**src/rtl/cv32e40s_write_buffer_fifo.sv**
```systemverilog
// DEPTH-entry in-order write buffer between LSU and OBI data port; 0-cycle bypass when empty, >=1 cycle when buffered.
// ready_o drops when full (unless the head pops) and for non-bufferable requests until the buffer has drained.
package cv32e40s_wbf_pkg;
    typedef struct packed {
        logic [31:0] addr;
        logic        we;
        logic [3:0]  be;
        logic [31:0] wdata;
        logic [5:0]  atop;
        logic [1:0]  memtype;
        logic [2:0]  prot;
        logic        dbg;
    } obi_data_req_t;

    typedef struct packed {
        logic [33:0] word_addr_low;
        logic [33:0] word_addr_high;
        logic        main;
        logic        bufferable;
        logic        cacheable;
        logic        integrity;
    } pma_cfg_t;

    parameter pma_cfg_t PMA_R_DEFAULT = '{default: '0};
endpackage

module cv32e40s_write_buffer_fifo
    import cv32e40s_wbf_pkg::*;
#(
    parameter int unsigned DEPTH           = 2,
    parameter int unsigned PMA_NUM_REGIONS = 0,
    parameter pma_cfg_t    PMA_CFG [PMA_NUM_REGIONS-1:0] = '{default: PMA_R_DEFAULT}
) (
    input  logic                       clk,
    input  logic                       rst_n,
    input  logic                       valid_i,
    input  obi_data_req_t              trans_i,
    output logic                       ready_o,
    output logic                       valid_o,
    output obi_data_req_t              trans_o,
    input  logic                       ready_i,
    output logic [$clog2(DEPTH+1)-1:0] count_o,
    output logic                       empty_o
);
    localparam int unsigned PW = (DEPTH > 1) ? $clog2(DEPTH) : 1;
    localparam int unsigned CW = $clog2(DEPTH+1);

    if (DEPTH < 1 || DEPTH > 8) begin : gen_bad_depth
        $error("cv32e40s_write_buffer_fifo: DEPTH must be in 1..8");
    end
    if ($bits(PMA_CFG) == 0 || PMA_NUM_REGIONS > 16) begin : gen_bad_pma
        $error("cv32e40s_write_buffer_fifo: illegal PMA configuration");
    end

    obi_data_req_t fifo_q [DEPTH];
    logic [PW-1:0] rptr_q;
    logic [PW-1:0] wptr_q;
    logic [CW-1:0] cnt_q;
    logic          bufferable;
    logic          empty;
    logic          full;
    logic          push;
    logic          pop;

    // Non-power-of-two depths need an explicit wrap.
    function automatic logic [PW-1:0] ptr_inc(input logic [PW-1:0] p);
        return (p == PW'(DEPTH-1)) ? '0 : p + 1'b1;
    endfunction

    assign bufferable = trans_i.memtype[0];
    assign empty      = (cnt_q == '0);
    assign full       = (cnt_q == CW'(DEPTH));

    // Non-bufferable requests wait for drain so they never overtake buffered writes.
    always_comb begin
        ready_o = bufferable;
        if (empty) begin
            ready_o = bufferable || ready_i;
        end else if (full) begin
            ready_o = bufferable && ready_i;
        end
    end

    assign push    = valid_i && bufferable && ready_o && !(empty && ready_i);
    assign pop     = !empty && ready_i;

    assign valid_o = !empty || valid_i;
    assign trans_o = empty ? trans_i : fifo_q[rptr_q];
    assign count_o = cnt_q;
    assign empty_o = empty;

    always_ff @(posedge clk or negedge rst_n) begin
        if (!rst_n) begin
            rptr_q <= '0;
            wptr_q <= '0;
            cnt_q  <= '0;
            for (int i = 0; i < DEPTH; i++) begin
                fifo_q[i] <= '0;
            end
        end else begin
            if (push) begin
                fifo_q[wptr_q] <= trans_i;
                wptr_q         <= ptr_inc(wptr_q);
            end
            if (pop) begin
                rptr_q <= ptr_inc(rptr_q);
            end
            cnt_q <= cnt_q + CW'(push) - CW'(pop);
        end
    end

    a_no_overflow: assert property (@(posedge clk) disable iff (!rst_n) !(push && full && !pop));
    a_no_underflow: assert property (@(posedge clk) disable iff (!rst_n) !(pop && empty));
endmodule

```
**config.mk**
```make
export PLATFORM = sky130hd
export DESIGN_NAME = cv32e40s_write_buffer_fifo
export DESIGN_NICKNAME = d
export VERILOG_FILES = /design/src/rtl/cv32e40s_write_buffer_fifo.sv
export SDC_FILE = /design/constraint.sdc
export NUM_CORES = 1
export LEC_CHECK = 0
export BUFFER_PORTS_ARGS = -buffer_cell sky130_fd_sc_hd__buf_4
export CORE_UTILIZATION = 31
export CTS_BUF_LIST = sky130_fd_sc_hd__clkbuf_8
export DETAILED_ROUTE_END_ITERATION = 8
export PLACE_DENSITY = 0.54
export SLEW_MARGIN = 10
export SYNTH_ARGS = -nofsm -noshare
export SYNTH_HDL_FRONTEND = slang
export SYNTH_SLANG_ARGS = --single-unit
```
**constraint.sdc**
```tcl
create_clock -name clk -period 5.1 [get_ports clk]
set_input_delay 0.765 -clock clk [delete_from_list [all_inputs] [get_ports clk]]
set_output_delay 0.765 -clock clk [all_outputs]
set_load 0.005 [all_outputs]
```
==> flow_metrics.tcl, run 1 <==
set metrics [dict create \
    status "finished clean" \
    ys.flop_type "dfrtp_1" \
    path_delay_family "buffers and inverters" \
    finalHoldViolations 0 \
    yosysMostFrequentCell "dfrtp_1" \
    cts.sinks 166 \
    synth_seq_area_share 0.521 \
    grt_pass1_vias 5305 \
    clk_latency_ns 0.44 \
    cp_data_required_time_ns 4.34 \
    setup_violations 0 \
    ios 171 \
    antenna-diode-count 0 \
    worst-path-stages 6 \
    layout-drive-gt1-share 0.459 \
    row_count 58 \
    dpl.hpwl_mm 10.8 \
    worst_pin_slew_ns 1.16 \
    yosys_warnings 0 \
    synth_top_area_share 0.521 \
    grt_first_pass_wirelength_mm 27.9 \
    path_max_fanout 131 \
    port_buffers 170 \
    drcViolationCount 0 \
    setup_slack_ns 1.43 \
    path_buf_inv 3 \
    initial_core_util 0.317 \
    holdCritPathClass "input port to asynchronous set/reset pin" \
    fin_worst_skew_ns 0.0164 \
    cap_violations 0 \
    critical_path.slowest_cell "inv_4" \
    cts_buffers 17 \
    routedWlPerCell_um 14.9 \
    async_reset_ff_frac 1.00 \
    fillers 2513 \
    synth_top_cell_by_area "dfrtp_1" \
    startpoint_type "flip-flop" \
    synth_fp_nets 723 \
    gp_congestion 0.710 \
    critPathCaptureType "output port" \
    final_nets 875 \
    core_region_area_mm2 0.0252 \
    cts_resized 0 \
    die_h_um 162 \
    critPathKind "flip-flop to output port" \
    rsz0062_at_grt "no" \
    relSlewSlack 0.225 \
    yosysUniqueCellTypes 21 \
    grt_max_degree 132 \
    power.leakage_uw 0.00442 \
    dr.pass1.iters 4 \
    period_needed_ns 3.67 \
    cts_tree "done" \
    timing.fmax_mhz 272 \
    worstPathArrival_ns 2.91 \
    fin_setup_tns_ns 0 \
    clock-root-buffer "clkbuf_8" \
    powerDensity_mw_per_mm2 639 \
    synth-edff-count 0 \
    drt-vias-per-instance 4.65 \
    dieArea_mm2 0.0264 \
    pre_cts_ws_ns 1.87 \
    grt_overflow 0 \
    netlist_top_cells_count "166 x dfrtp_1, 153 x mux2_2, 84 x o21ai_0" \
    area_growth_pct 22.8 \
    antenna_found_initial 0 \
    ys_ff_latch 166 \
    cts_setup_buffers 0 \
    wl_mm 16.9 \
    postCtsHoldBufs 0 \
    track_usage 0.134 \
    crit_path_max_incr_delay_ns 0.82 \
    cpMostUsedCell "buf_4" \
    syn_inst 636 \
    clkTransAtPathRegs_ns 0.10 \
    htreeDepth 4 \
    drv_slew 0 \
    syn_avg_cell_area_um2 12.5 \
    crit_chain "or2_2 -> inv_4 -> buf_4 -> nand2_1 -> o21ai_0 -> buf_4" \
    fp.dieW_um 162 \
    syn-cell-area_mm2 0.00798 \
    drt_iter0_markers 169 \
    clockBufferDepth 2 \
    final_antenna_net_count 0 \
    vdd_drop_max_mv 0.359 \
    yosys-top-cells-area "dfrtp_1 52%, mux2_2 22%, mux2i_1 10%" \
    reg2regPathDepth 4 \
    finalCritPeriodShare 0.720 \
    vias 5256 \
]
## state kept, by name (all words and copies together) (netlist names)
| name | cells |
|---|---|
| count_o | 2 |
| fifo_q | 162 |
| wptr_q | 1 |
| rptr_q | 1 |
## where the power goes
group | internal, µW | leakage, µW | total [µW] | switching, µW
sequential | 1980 | 0.00197 | 2380 | 397
clock | 367 | 0.000169 | 880 | 512
combinational | 1760 | 0.00229 | 3000 | 1230
## cell type report
cell class / instances / area, µm² / area share
timing repair buffer: 177 / 1360 / 0.139
clock buffer: 19 / 262 / 0.0267
multi-input combinational: 422 / 3490 / 0.356
inverter: 4 / 17.5 / 0.00179
sequential: 166 / 4160 / 0.425
tap: 330 / 413 / 0.0422
clock inverter: 13 / 97.6 / 0.00997
## metal layers
metal  vias up  wire (µm)  global-route usage
met2       109       7950               0.215
met3        10        882              0.0351
met4         0        174              0.0377
met1      2606       7890               0.177
li1       2531          -                   -
met5         -          0                   0
## worst register-to-register path: stages, from the launching register on
cell,delay (ns)
dfrtp_1,0.45
xnor2_1,0.39
o211a_4,0.52
buf_4,0.48
mux2_2,0.40
## final timing paths
check / start / to / slack [ns]
worst max register to register: count_o[1] / fifo_q[111] / 2.74
min in group clk: fifo_q[85] / fifo_q[85] / 0.48
max in group asynchronous: rst_n / fifo_q[20] / 3.78
worst min-delay path: rst_n / fifo_q[138] / 0.36
worst max-delay path: count_o[0] / trans_o[22] / 1.43
worst min register to register: fifo_q[85] / fifo_q[85] / 0.48
## per-stage QoR
| step | hold slack [ns] | power (µW) | utilization | std cells | instance area (µm²) |
|---|---|---|---|---|---|
| 6_report | 0.358 | 6250 | 0.389 | 1131 | 9790 |
| 3_5_place_dp | 0.457 | 5480 | 0.375 | 1099 | 9430 |
| 3_3_place_gp | 0.452 | 5420 | 0.375 | 1099 | 9430 |
| 5_1_grt | 0.381 | 6800 | 0.389 | 1131 | 9790 |
| 2_1_floorplan | 0.434 | 4140 | - | 636 | 7980 |
| 4_1_cts | 0.366 | 6390 | 0.389 | 1131 | 9790 |
## cell families (layout without fill, tap and decap cells)
group,Yosys count,after routing,synth area share
AOI/OAI and AO/OA,86,86,0.0566
xor gates and xnor gates,5,5,0.00549
adders and majority gates,2,2,0.00314
buffers and inverters,48,213,0.0430
DFF,166,166,0.521
muxes,241,241,0.328
and+or+nand+nor,88,88,0.0435
## cells in the final DEF, fill, tap and decap left out, types with 2 or more instances in the layout
| cell type | Yosys | routed |
|---|---|---|
| and2_1 | 2 | 2 |
| buf_12 | 0 | 2 |
| buf_4 | 0 | 174 |
| clkbuf_8 | 8 | 19 |
| clkinvlp_4 | 0 | 6 |
| dfrtp_1 | 166 | 165 |
| ha_1 | 2 | 2 |
| inv_1 | 4 | 4 |
| inv_6 | 0 | 4 |
| mux2_1 | 7 | 7 |
| mux2_2 | 153 | 153 |
| mux2i_1 | 81 | 81 |
| nand2_1 | 82 | 82 |
| o21ai_0 | 84 | 84 |
| or2_2 | 2 | 2 |
| xnor2_1 | 4 | 4 |
No activity file was read; power rests on OpenSTA's default activity.
==> inputs of run 2 (changes only) <==
--- a/config.mk
+++ b/config.mk
@@ -5,6 +5,7 @@
 export SDC_FILE = /design/constraint.sdc
 export NUM_CORES = 1
 export LEC_CHECK = 0
+export ABC_AREA = 1
 export BUFFER_PORTS_ARGS = -buffer_cell sky130_fd_sc_hd__buf_4
 export CORE_UTILIZATION = 31
 export CTS_BUF_LIST = sky130_fd_sc_hd__clkbuf_8
==> constraint.sdc (replaced) <==
create_clock -name clk -period 3.8 [get_ports clk]
set_input_delay 0.57 -clock clk [delete_from_list [all_inputs] [get_ports clk]]
set_output_delay 0.57 -clock clk [all_outputs]
set_load 0.005 [all_outputs]
==> flow_metrics.tcl, run 2 <==
set metrics [dict create \
    syn_inst 1086 \
    ys.flop_type "dfrtp_1" \
    vias 7801 \
    largest_register_ffs 162 \
    final_nets 1291 \
    drcViolationCount 0 \
    yosysMostFrequentCell "nand2_1" \
    die_h_um 164 \
    cts_tree "done" \
    path_max_fanout 63 \
    syn_avg_cell_area_um2 7.48 \
    status "finished clean" \
    antenna-diode-count 0 \
    reg2regPathDepth 7 \
    period_needed_ns 3.14 \
    port_buffers 170 \
    async_reset_ff_frac 1.00 \
    grt_pass1_vias 7561 \
    dieArea_mm2 0.0269 \
    yosys_warnings 0 \
    netlist_top_cells_count "412 x nand2_1, 166 x dfrtp_1, 162 x a21oi_1" \
    dp.cells 1515 \
    grt_first_pass_wirelength_mm 40.9 \
    area_growth_pct 22.9 \
    fin_cells 1547 \
    utilization 0.392 \
    path_delay_family "buffers and inverters" \
    worstPathArrival_ns 2.57 \
    ys_ff_latch 166 \
    drt_iter0_markers 615 \
    holdCritPathClass "input port to asynchronous set/reset pin" \
    cap_violations 0 \
    critPathCaptureType "output port" \
    fin_worst_skew_ns 0.0145 \
    htreeDepth 4 \
    synth_seq_area_share 0.511 \
    yosysUniqueCellTypes 18 \
    path_buf_inv 3 \
    startpoint_type "flip-flop" \
    crit_path_max_incr_delay_ns 0.64 \
    layout-drive-gt1-share 0.184 \
    cts_setup_buffers 0 \
    synth_top_area_share 0.511 \
    grt_max_degree 161 \
    cts.sinks 166 \
    clock-root-buffer "clkbuf_8" \
    drv_slew 0 \
    vdd_drop_max_mv 0.729 \
    regMostFlops "fifo_q" \
    finalCritPeriodShare 0.825 \
    rsz0062_at_grt "no" \
    powerDensity_mw_per_mm2 906 \
    critPathKind "flip-flop to output port" \
    drt-vias-per-instance 5.04 \
    routedWlPerCell_um 16.6 \
    wl_mm 25.8 \
    ios 171 \
    finalHoldViolations 0 \
    worst-path-stages 6 \
    synth_fp_nets 1173 \
    power.leakage_uw 0.00513 \
    cp_data_required_time_ns 3.23 \
    final_antenna_net_count 0 \
    layout_commonest_cell "nand2_1" \
    gp_congestion 0.753 \
    fillers 2664 \
    initial_core_util 0.319 \
    dr.pass1.iters 8 \
    relSlewSlack 0.293 \
    core_region_area_mm2 0.0255 \
    clockBufferDepth 2 \
    grt_overflow 0 \
    setup_slack_ns 0.665 \
    clkTransAtPathRegs_ns 0.10 \
    row_count 58 \
    dpl.hpwl_mm 14.5 \
    pre_cts_ws_ns 1.21 \
    crit_chain "nor2_4 -> buf_4 -> buf_4 -> a21oi_1 -> a21oi_1 -> buf_4" \
    synth_top_cell_by_area "dfrtp_1" \
    timing.fmax_mhz 319 \
    cts_resized 0 \
    fp.dieW_um 164 \
    critical_path.slowest_cell "buf_4" \
    antenna_found_initial 0 \
    syn-cell-area_mm2 0.00812 \
    cpMostUsedCell "buf_4" \
    worst_pin_slew_ns 1.06 \
    fin_setup_tns_ns 0 \
    setup_violations 0 \
    cts_buffers 17 \
    postCtsHoldBufs 0 \
    yosys-top-cells-area "dfrtp_1 51%, nand2_1 19%, a21oi_1 10%" \
    track_usage 0.195 \
    synth-edff-count 0 \
    final_cell_mix "412 x nand2_1, 180 x buf_4, 164 x dfrtp_1, 162 x a21oi_1, 160 x nand3_1" \
    clk_latency_ns 0.44 \
]
-- run 2: changes by cell type after synthesis, sizes merged, moves of 5 or more --
| cell | before | now |
|---|---|---|
| nand3 | 0 | 160 |
| nand2 | 82 | 412 |
| clkbuf | 20 | 51 |
| nor2 | 0 | 84 |
| buf | 24 | 34 |
| o21ai | 84 | 0 |
| inv | 4 | 9 |
| mux2 | 160 | 0 |
| mux2i | 81 | 0 |
| a21oi | 0 | 162 |
-- run 2: cells by family (layout without fill, tap and decap cells) --
group	after synthesis	count (layout)	synth area share
and+or+nand+nor	659	659	0.332
DFF	166	166	0.511
AOI/OAI and AO/OA	162	162	0.0998
buffers and inverters	94	225	0.0505
xor gates and xnor gates	3	3	0.00324
adders and majority gates	2	2	0.00308
-- run 2: through the flow --
stage	total power [µW]	hold WS [ns]	instance area [µm²]
after CTS	9140	0.186	9980
after detailed placement	7820	0.465	9600
after global routing	9800	0.189	9980
after global placement	7810	0.451	9600
after floorplan	5590	0.274	8120
final	9050	0.165	9980
-- run 2: final timing paths --
| path | to | slack, ns | from |
|---|---|---|---|
| setup reg to reg | fifo_q[40] | 1.37 | count_o[0] |
| hold reg to reg | fifo_q[85] | 0.48 | fifo_q[85] |
| hold / removal | fifo_q[148] | 0.17 | rst_n |
| setup / recovery | trans_o[62] | 0.66 | count_o[0] |
| max in group asynchronous | fifo_q[87] | 2.62 | rst_n |
| min in group clk | fifo_q[27] | 0.36 | trans_i[27] |
-- run 2: per-layer routing --
layer	share of wire	GRT usage	up-vias
li1	-	-	3759
met1	0.45	0.261	3780
met2	0.48	0.324	234
met3	0.044	0.0268	28
met4	0.017	0.0614	0
met5	0	0	-
-- run 2: area by class of cell --
type	count	area [µm²]	area share
clock buffers	19	262	0.0262
clock inverters	13	123	0.0123
inverters	9	33.8	0.00338
multi-input cells	826	3570	0.358
flip-flops and latches	166	4160	0.416
well taps	330	413	0.0414
repair buffers	184	1420	0.142
-- run 2: power breakdown --
part	total (µW)	internal, µW	leakage (µW)	switching [µW]
registers	3040	2580	0.00206	460
clock network	1260	562	0.000184	701
logic	4750	2010	0.00289	2740
==> inputs of run 3 (changes only) <==
==> constraint.sdc (replaced) <==
create_clock -name clk -period 3.25 [get_ports clk]
set_input_delay 0.4875 -clock clk [delete_from_list [all_inputs] [get_ports clk]]
set_output_delay 0.4875 -clock clk [all_outputs]
set_load 0.005 [all_outputs]
==> flow_metrics.tcl, run 3 (synthesis gave the netlist of run 2 again) <==
set metrics [dict create \
    status "finished clean" \
    power.leakage_uw 0.00518 \
    row_count 58 \
    regMostFlops "fifo_q" \
    drv_slew 0 \
    clkTransAtPathRegs_ns 0.10 \
    final_cell_mix "412 x nand2_1, 183 x buf_4, 164 x dfrtp_1, 162 x a21oi_1, 160 x nand3_1" \
    period_needed_ns 2.77 \
    grt_pass1_vias 7559 \
    timing.fmax_mhz 361 \
    wl_mm 25.6 \
    highest_layer "met4" \
    fin_setup_tns_ns 0 \
    drcViolationCount 0 \
    final_nets 1295 \
    dr.pass1.iters 5 \
    cts_tree "done" \
    cp_data_required_time_ns 2.76 \
    antenna-diode-count 0 \
    routedWlPerCell_um 16.5 \
    layout_commonest_cell "nand2_1" \
    initial_core_util 0.319 \
    antenna_found_initial 0 \
    cts_setup_buffers 0 \
    powerDensity_mw_per_mm2 1060 \
    worstPathArrival_ns 2.28 \
    clock-root-buffer "clkbuf_8" \
    grt_first_pass_wirelength_mm 40.8 \
    die_h_um 164 \
    wl_met2_mm 12.5 \
    port_buffers 170 \
    ios 171 \
    clk_latency_ns 0.45 \
    utilization 0.395 \
    setup_violations 0 \
    place_area_mm2 0.00964 \
    finalCritPeriodShare 0.852 \
    worst_pin_slew_ns 1.06 \
    relSlewSlack 0.291 \
    cts_resized 0 \
    vdd_drop_max_mv 0.498 \
    dpl.hpwl_mm 14.4 \
    final_antenna_net_count 0 \
    grt_overflow 0 \
    grt_max_degree 161 \
    rsz0062_at_grt "no" \
    critPathCaptureType "output port" \
    cts.sinks 166 \
    fp.dieW_um 164 \
    vias 7701 \
    track_usage 0.195 \
    drt-vias-per-instance 4.97 \
    drt_iter0_markers 563 \
    multi_input_area_mm2 0.00357 \
    cap_violations 0 \
    register_area_mm2 0.00416 \
    layout-drive-gt1-share 0.188 \
    startpoint_type "flip-flop" \
    core_region_area_mm2 0.0255 \
    critPathKind "flip-flop to output port" \
    pre_cts_ws_ns 0.799 \
    fin_worst_skew_ns 0.0112 \
    path_max_fanout 48 \
    clockBufferDepth 2 \
    wl_met3_mm 1.26 \
    dieArea_mm2 0.0269 \
    gp_congestion 0.757 \
    fin_area_mm2 0.0101 \
    fillers 2657 \
    holdCritPathClass "input port to asynchronous set/reset pin" \
    finalHoldViolations 0 \
    wl_met1_mm 11.5 \
    largest_register_ffs 162 \
    cts_buffers 17 \
    postCtsHoldBufs 0 \
    area_growth_pct 23.8 \
    htreeDepth 4 \
    setup_slack_ns 0.482 \
]
run 3: path summary, 6_finish.rpt:
kind	endpoint	slack [ns]	from	cells past startpoint
min in group clk	fifo_q[136]	0.27	trans_i[55]	3
max in group asynchronous	fifo_q[86]	2.39	rst_n	2
max	trans_o[4]	0.48	rptr_q	5
min	fifo_q[154]	0.009	rst_n	1
max reg2reg	fifo_q[22]	0.80	count_o[0]	7
min reg2reg	fifo_q[4]	0.47	fifo_q[4]	2
run 3: routing by layer:
layer  track usage  up-vias
li1              -     3765
met1         0.256     3720
met2         0.328      194
met3        0.0348       22
met4        0.0564        0
met5             0        -
run 3: report_power, final:
part / switching (µW) / leakage [µW] / internal (µW)
clock: 833 / 0.000212 / 760
sequential: 601 / 0.00206 / 3010
combinational: 3130 / 0.00291 / 2380
run 3: stage by stage:
stage	power, µW	instances	hold slack (ns)
floorplan	6530	1086	0.192
global placement	9150	1519	0.449
detailed placement	9190	1519	0.450
CTS	10800	1551	0.0148
global route	11600	1551	0.0284
finish	10700	1551	0.00923
run 3: final cells by class:
cell class | count | area share
inverters | 9 | 0.00336
flip-flops and latches | 166 | 0.413
multi-input cells | 826 | 0.355
clock buffers | 20 | 0.0274
well taps | 330 | 0.0410
repair buffers | 188 | 0.146
clock inverters | 12 | 0.0141
run 3: worst max-delay path: stages, from the launching register on:
cell and delay, ns:
dfrtp_2 0.60, inv_2 0.41, buf_12 0.32, nand2_1 0.09
a21oi_1 0.24, buf_4 0.16
